## src/rtl/hill_pkg.sv

```systemverilog
// hill_pkg: shared constants, character helpers and FSM states for the Hill cipher engine
package hill_pkg;

    localparam int         MOD    = 26;
    localparam logic [7:0] A_BASE = "A";

    typedef enum logic [1:0] {COLLECT, COMPUTE, EMIT} state_t;

    function automatic logic is_letter(input logic [7:0] ch);
        return (ch >= "A" && ch <= "Z") || (ch >= "a" && ch <= "z");
    endfunction

    function automatic logic [4:0] char_to_num(input logic [7:0] ch);
        return ch >= "a" ? 5'(ch - "a") : 5'(ch - "A");
    endfunction

    // Constant-divisor modulo; the operand never exceeds 650
    function automatic logic [4:0] mod26_reduce(input logic [9:0] s);
        return 5'(s % 10'(MOD));
    endfunction

endpackage

```

## src/rtl/hill_mod_mac.sv

```systemverilog
// hill_mod_mac: one mod-26 multiply-accumulate step with a registered accumulator
module hill_mod_mac
    import hill_pkg::*;
(
    input  logic       clk,
    input  logic       rst,
    input  logic       clr,
    input  logic       en,
    input  logic [4:0] a,
    input  logic [4:0] b,
    output logic [4:0] sum
);

    logic [4:0] acc;

    // sum is the value acc takes this cycle, so a row result can be captured on its last column
    assign sum = mod26_reduce(10'(clr ? 5'd0 : acc) + 10'(a) * 10'(b));

    // accumulator register
    always_ff @(posedge clk) begin
        if (rst) acc <= '0;
        else if (en) acc <= sum;
    end

endmodule

```

## src/rtl/hill_cipher_stream.sv

```systemverilog
// hill_cipher_stream: streaming block Hill cipher C = K*P mod 26 with padding and dual key banks
module hill_cipher_stream
    import hill_pkg::*;
#(
    parameter int         BLOCK_SIZE = 3,
    parameter int         DATA_WIDTH = 8,
    parameter logic [7:0] PAD_CHAR   = "X"
) (
    input  logic                                       clk,
    input  logic                                       rst,
    input  logic [4:0]                                 key_data,
    input  logic [$clog2(BLOCK_SIZE*BLOCK_SIZE)-1:0]   key_addr,
    input  logic                                       key_bank,
    input  logic                                       key_wen,
    input  logic                                       mode,
    input  logic [DATA_WIDTH-1:0]                      in_data,
    input  logic                                       in_valid,
    input  logic                                       in_last,
    output logic                                       in_ready,
    output logic [DATA_WIDTH-1:0]                      out_data,
    output logic                                       out_valid,
    output logic                                       out_last,
    input  logic                                       out_ready,
    output logic                                       busy,
    output logic                                       bad_char
);

    localparam int N  = BLOCK_SIZE;
    localparam int NN = N * N;
    localparam int AW = $clog2(NN);
    localparam int IW = $clog2(N);
    localparam int CW = $clog2(N + 1);
    localparam logic [IW-1:0] LAST = IW'(N - 1);

    state_t        state, state_n;
    logic [CW-1:0] cnt, cnt_n;
    logic [IW-1:0] r, c, i;
    logic          mode_l, is_last;
    logic [4:0]    ke [NN];
    logic [4:0]    kd [NN];
    logic [4:0]    p  [N];
    logic [4:0]    res[N];
    logic [7:0]    ch;
    logic          letter, accept, close, done;
    logic [4:0]    num, pad, mac_a, mac_sum;
    logic [AW-1:0] kidx;

    assign ch     = 8'(in_data);
    assign letter = is_letter(ch);
    assign num    = char_to_num(ch);
    assign pad    = char_to_num(PAD_CHAR);
    assign accept = in_valid && state == COLLECT;
    assign cnt_n  = cnt + CW'(letter);
    assign close  = accept && (in_last || cnt_n == CW'(N));
    assign done   = state == EMIT && out_ready && i == LAST;
    assign kidx   = AW'(int'(r) * N + int'(c));
    assign mac_a  = mode_l ? kd[kidx] : ke[kidx];

    hill_mod_mac u_mac (
        .clk (clk),
        .rst (rst),
        .clr (c == '0),
        .en  (state == COMPUTE),
        .a   (mac_a),
        .b   (p[c]),
        .sum (mac_sum)
    );

    // state register
    always_ff @(posedge clk) begin
        state <= rst ? COLLECT : state_n;
    end

    // next state and handshake outputs
    always_comb begin
        state_n   = state;
        in_ready  = state == COLLECT;
        busy      = state != COLLECT || cnt != '0;
        out_valid = state == EMIT;
        out_last  = state == EMIT && is_last && i == LAST;
        out_data  = state == EMIT ? DATA_WIDTH'(8'(res[i]) + A_BASE) : '0;
        if (state == COLLECT && close) state_n = COMPUTE;
        else if (state == COMPUTE && r == LAST && c == LAST) state_n = EMIT;
        else if (done) state_n = COLLECT;
    end

    // input buffer with tail padding, MAC sequencing, result capture and emit index
    always_ff @(posedge clk) begin
        if (rst) begin
            cnt      <= '0;
            r        <= '0;
            c        <= '0;
            i        <= '0;
            mode_l   <= 1'b0;
            is_last  <= 1'b0;
            bad_char <= 1'b0;
            for (int k = 0; k < N; k++) begin
                p[k]   <= '0;
                res[k] <= '0;
            end
        end else begin
            if (accept) begin
                cnt <= cnt_n;
                if (!letter) bad_char <= 1'b1;
                for (int k = 0; k < N; k++) begin
                    if (letter && CW'(k) == cnt) p[k] <= num;
                    else if (in_last && CW'(k) >= cnt_n) p[k] <= pad;
                end
            end
            if (close) begin
                mode_l  <= mode;
                is_last <= in_last;
            end
            if (state == COMPUTE) begin
                c <= c == LAST ? '0 : c + 1'b1;
                if (c == LAST) begin
                    r      <= r == LAST ? '0 : r + 1'b1;
                    res[r] <= mac_sum;
                end
            end
            if (state == EMIT && out_ready) i <= i == LAST ? '0 : i + 1'b1;
            if (done) begin
                cnt <= '0;
                if (is_last) bad_char <= 1'b0;
            end
        end
    end

    // key banks: identity on reset, host writes only while idle
    always_ff @(posedge clk) begin
        if (rst) begin
            for (int k = 0; k < NN; k++) begin
                ke[k] <= k % (N + 1) == 0 ? 5'd1 : 5'd0;
                kd[k] <= k % (N + 1) == 0 ? 5'd1 : 5'd0;
            end
        end else if (key_wen && !busy && int'(key_addr) < NN) begin
            if (key_bank) kd[key_addr] <= key_data;
            else ke[key_addr] <= key_data;
        end
    end

endmodule
```

## config.mk

```make
export PLATFORM = sky130hd
export DESIGN_NAME = hill_cipher_stream
export DESIGN_NICKNAME = d
export VERILOG_FILES = /design/src/rtl/hill_pkg.sv /design/src/rtl/hill_mod_mac.sv /design/src/rtl/hill_cipher_stream.sv
export SDC_FILE = /design/constraint.sdc
export NUM_CORES = 1
export LEC_CHECK = 0
export BUFFER_PORTS_ARGS = -buffer_cell sky130_fd_sc_hd__buf_2
export CORE_MARGIN = 5
export CORE_UTILIZATION = 57
export CTS_CLUSTER_SIZE = 12
export DETAILED_ROUTE_END_ITERATION = 12
export MAX_ROUTING_LAYER = met4
export PLACE_DENSITY = 0.72
export SLEW_MARGIN = 15
export SYNTH_ARGS = -nofsm -noshare
export SYNTH_HDL_FRONTEND = slang
export SYNTH_HIERARCHICAL = 1
export SYNTH_SLANG_ARGS = --single-unit
```

## constraint.sdc

```tcl
create_clock -name clk -period 21.2 [get_ports clk]
set_clock_uncertainty 0.15 [all_clocks]
set_input_delay 4.24 -clock clk [delete_from_list [all_inputs] [get_ports clk]]
set_output_delay 4.24 -clock clk [all_outputs]
set_load 0.05 [all_outputs]
```

==> summary.md <==
| Metric | Value |
|---|---|
| Outcome | `finished clean` |
| Post-DR wirelength/cell | `18.57 um` |
| Commonest cells post-synth | `edfxtp_1 (190), and2_1 (109), nor2_1 (76)` |
| Post-route setup slack | `10.65 ns` |
| Place WS | `10.81 ns` |
| Hold Path Class | `reg2reg` |
| Leak pwr | `4.953 nW` |
| Endpoints failing setup | `0` |
| Area share of the leading cell type in the synthesized netlist | `0.4670` |
| Chip width | `156.4 um` |
| Core Region | `21090 um^2` |
| GRT Util Overall | `0.2156` |
| Synth warn | `6` |
| DRT Pass-1 Iters | `5` |
| Resized Gates After CTS | `0` |
| GP Congestion | `0.8825` |
| Setup TNS | `0 ns` |
| Crit-path max cell delay | `1.26 ns` |
| DR iter-0 viols | `566` |
| Rel. slew slack | `0.2609` |
| Vias in the first global route | `7828` |
| Syn Area/Cell | `12.53 um^2` |
| CTS H-tree depth | `1` |
| Buffers inserted by post-CTS timing repair | `0` |
| Crit path required time | `21.30 ns` |
| Synth Instances | `975` |
| TritonCTS clock tree | `yes` |
| RSZ-0062 raised after global routing | `false` |
| Global-route wire length before repair | `40890 um` |
| Crit share post-route | `0.4975` |
| Post-route DRC | `0` |
| Total grt overflow | `0` |
| Initial Util | `0.5793` |
| Detailed Route WL | `25050 um` |
| Cell with the largest stage delay on the worst path | `fa_2` |
| CP Launch Type | `flip-flop` |
| Tmin final | `10.55 ns` |
| Sequential cell area | `6246 um^2` |
| Clk sinks | `217` |
| Multi-input logic area | `5843 um^2` |
| Fmax | `0.09481 GHz` |
| Ant diodes | `0` |
| Clk slew on worst S/H paths | `0.06 ns` |
| Top-count cell post-synth | `edfxtp_1` |
| Synth-to-Final Area Change | `10.34%` |
| Vias after detailed routing | `7898` |
| Initial antenna violation count | `0` |
| Sequential-to-total area share from yosys stat | `0.5113` |
| EDFF count, synth | `190` |
| Power per Cell Area | `96.90 nW/um^2` |
| Final-stage net count | `1131` |
| Post-synth ARST share | `0` |
| Die area | `24460 um^2` |
| Layout cell share with drive strength beyond 1 | `0.1592` |
| Largest net degree at the start of global routing | `41` |
| Fin. max-slew vios | `0` |
| Worst-path fanout max | `40` |
| DRT antenna net count | `0` |
| CTS root buf | `clkbuf_16` |
| Area leader, netlist | `edfxtp_1` |
| MaxCap Viol Count | `0` |
| Clock buffer count from CTS | `23` |
| Worst-Skew Late Latency | `0.52 ns` |
| Dpl hpwl | `17770 um` |
| Fillers | `1644` |
| Worst Tran Pin Value | `1.109 ns` |
| Critical path arrival | `10.64 ns` |
| Chip height | `156.4 um` |
| Vias per cell | `5.855` |
| Number of synthesized register bits | `217` |
| Clock tree buffer depth | `3` |
| CP endpoint kind | `flip-flop` |
| Final hold violations | `0` |
| Synth top area cells | `edfxtp_1 (47%), mux4_2 (10%), and2_1 (5.6%)` |
| Crit path kind | `reg2reg` |
| Post-Syn Area | `12220 um^2` |
| Top FF cell, synth | `edfxtp_1` |
| Synth cell types | `96` |
| Top Ports | `38` |
| # port buffers | `36` |
| CTS Hold Buffers Added | `0` |
| Num rows | `53` |
| Maximum VDD drop | `0.00006955 V` |
-- flip-flops by register name, indices dropped and copies added (netlist names), named ones only --
name,count
bad_char,1
c,2
cnt,2
is_last,1
state,2
mode_l,1
res,20
i,2
ke,80
u_mac/acc,5
kd,80
p,15
r,2
-- cell families after synthesis --
family | count (synthesis) | synth area share
AND/OR/NAND/NOR | 333 | 0.1491
flip-flops | 217 | 0.5113
AO/OA/AOI/OAI | 183 | 0.1111
buffers and inverters | 95 | 0.03236
multiplexers | 75 | 0.1185
adder cells (fa/ha/maj) | 46 | 0.05694
XOR/XNOR | 25 | 0.02038
other | 1 | 0.0003070
-- metal layers --
layer  vias up  part of all wire  GRT usage  wire (um)
met5         -                 0          -          0
met4         0             0.014    0.04545        348
met3        30             0.055    0.02351       1372
met2       225              0.49     0.3524      12180
met1      3861              0.45     0.2973      11150
li1       3782                 -          -          -
-- cells in the final DEF, fill, tap and decap left out, types with 9 or more instances in the layout --
cell and n:
o21ai_0 44, nand2_1 46, a31oi_1 9, nor2b_1 10
dfxtp_1 27, fa_1 15, mux4_2 55, clkbuf_1 9
conb_1 71, nor2_1 76, buf_2 36, and2_1 109
a21oi_1 28, or3_1 13, inv_1 44, mux2i_1 13
nor3_1 16, clkbuf_16 23, xor2_1 9, o211ai_1 14
edfxtp_1 190, nand3_1 15, ha_1 29, xnor2_1 12
-- report_power, final --
| part | internal (mW) | leakage, nW | switching, mW |
|---|---|---|---|
| clock | 0.205 | 0.324 | 0.158 |
| sequential | 0.497 | 2.12 | 0.00905 |
| combinational | 0.154 | 2.51 | 0.284 |
| total | 0.856 | 4.95 | 0.450 |
-- layout make-up --
cell class,instances,share of cell area
inverter,45,0.01253
clock inverter,6,0.003341
timing repair buffer,40,0.01559
tap,275,0.02552
sequential,217,0.4633
multi-input combinational,733,0.4335
clock buffer,33,0.04622
-- metrics by stage --
stage	cells	util	hold slack (ns)	instance area (um^2)	power (mW)
floorplan	1045	-	0.2919	12480	0.8632
global placement	1310	0.6076	0.3178	12810	0.9400
detailed placement	1310	0.6076	0.3349	12810	0.9447
CTS	1349	0.6393	0.3530	13480	1.308
global route	1349	0.6393	0.3748	13480	1.383
finish	1349	0.6393	0.3518	13480	1.306
-- worst max-delay path, delay by kind of cell, from the launching register on --
family / cells / cell delay (ns)
AO/OA/AOI/OAI: 7 / 2.31
XOR/XNOR: 2 / 1.11
AND/OR/NAND/NOR: 5 / 0.99
multiplexers: 3 / 1.28
flip-flops: 1 / 0.36
buffers and inverters: 4 / 0.24
adder cells (fa/ha/maj): 7 / 3.81
-- worst paths after layout --
| kind | cells past startpoint | slack (ns) | from | to |
|---|---|---|---|---|
| worst max-delay path | 28 | 10.65 | c[1]$_SDFFE_PP0P_ | res[2][2]$_SDFFCE_PN0P_ |
| worst max register to register | 28 | 10.65 | c[1]$_SDFFE_PP0P_ | res[2][2]$_SDFFCE_PN0P_ |
| worst min-delay path | 2 | 0.35 | u_mac/acc[1]$_SDFFE_PP0P_ | u_mac/acc[1]$_SDFFE_PP0P_ |
| worst min register to register | 2 | 0.35 | u_mac/acc[1]$_SDFFE_PP0P_ | u_mac/acc[1]$_SDFFE_PP0P_ |
No activity file was read; power rests on OpenSTA's default activity.
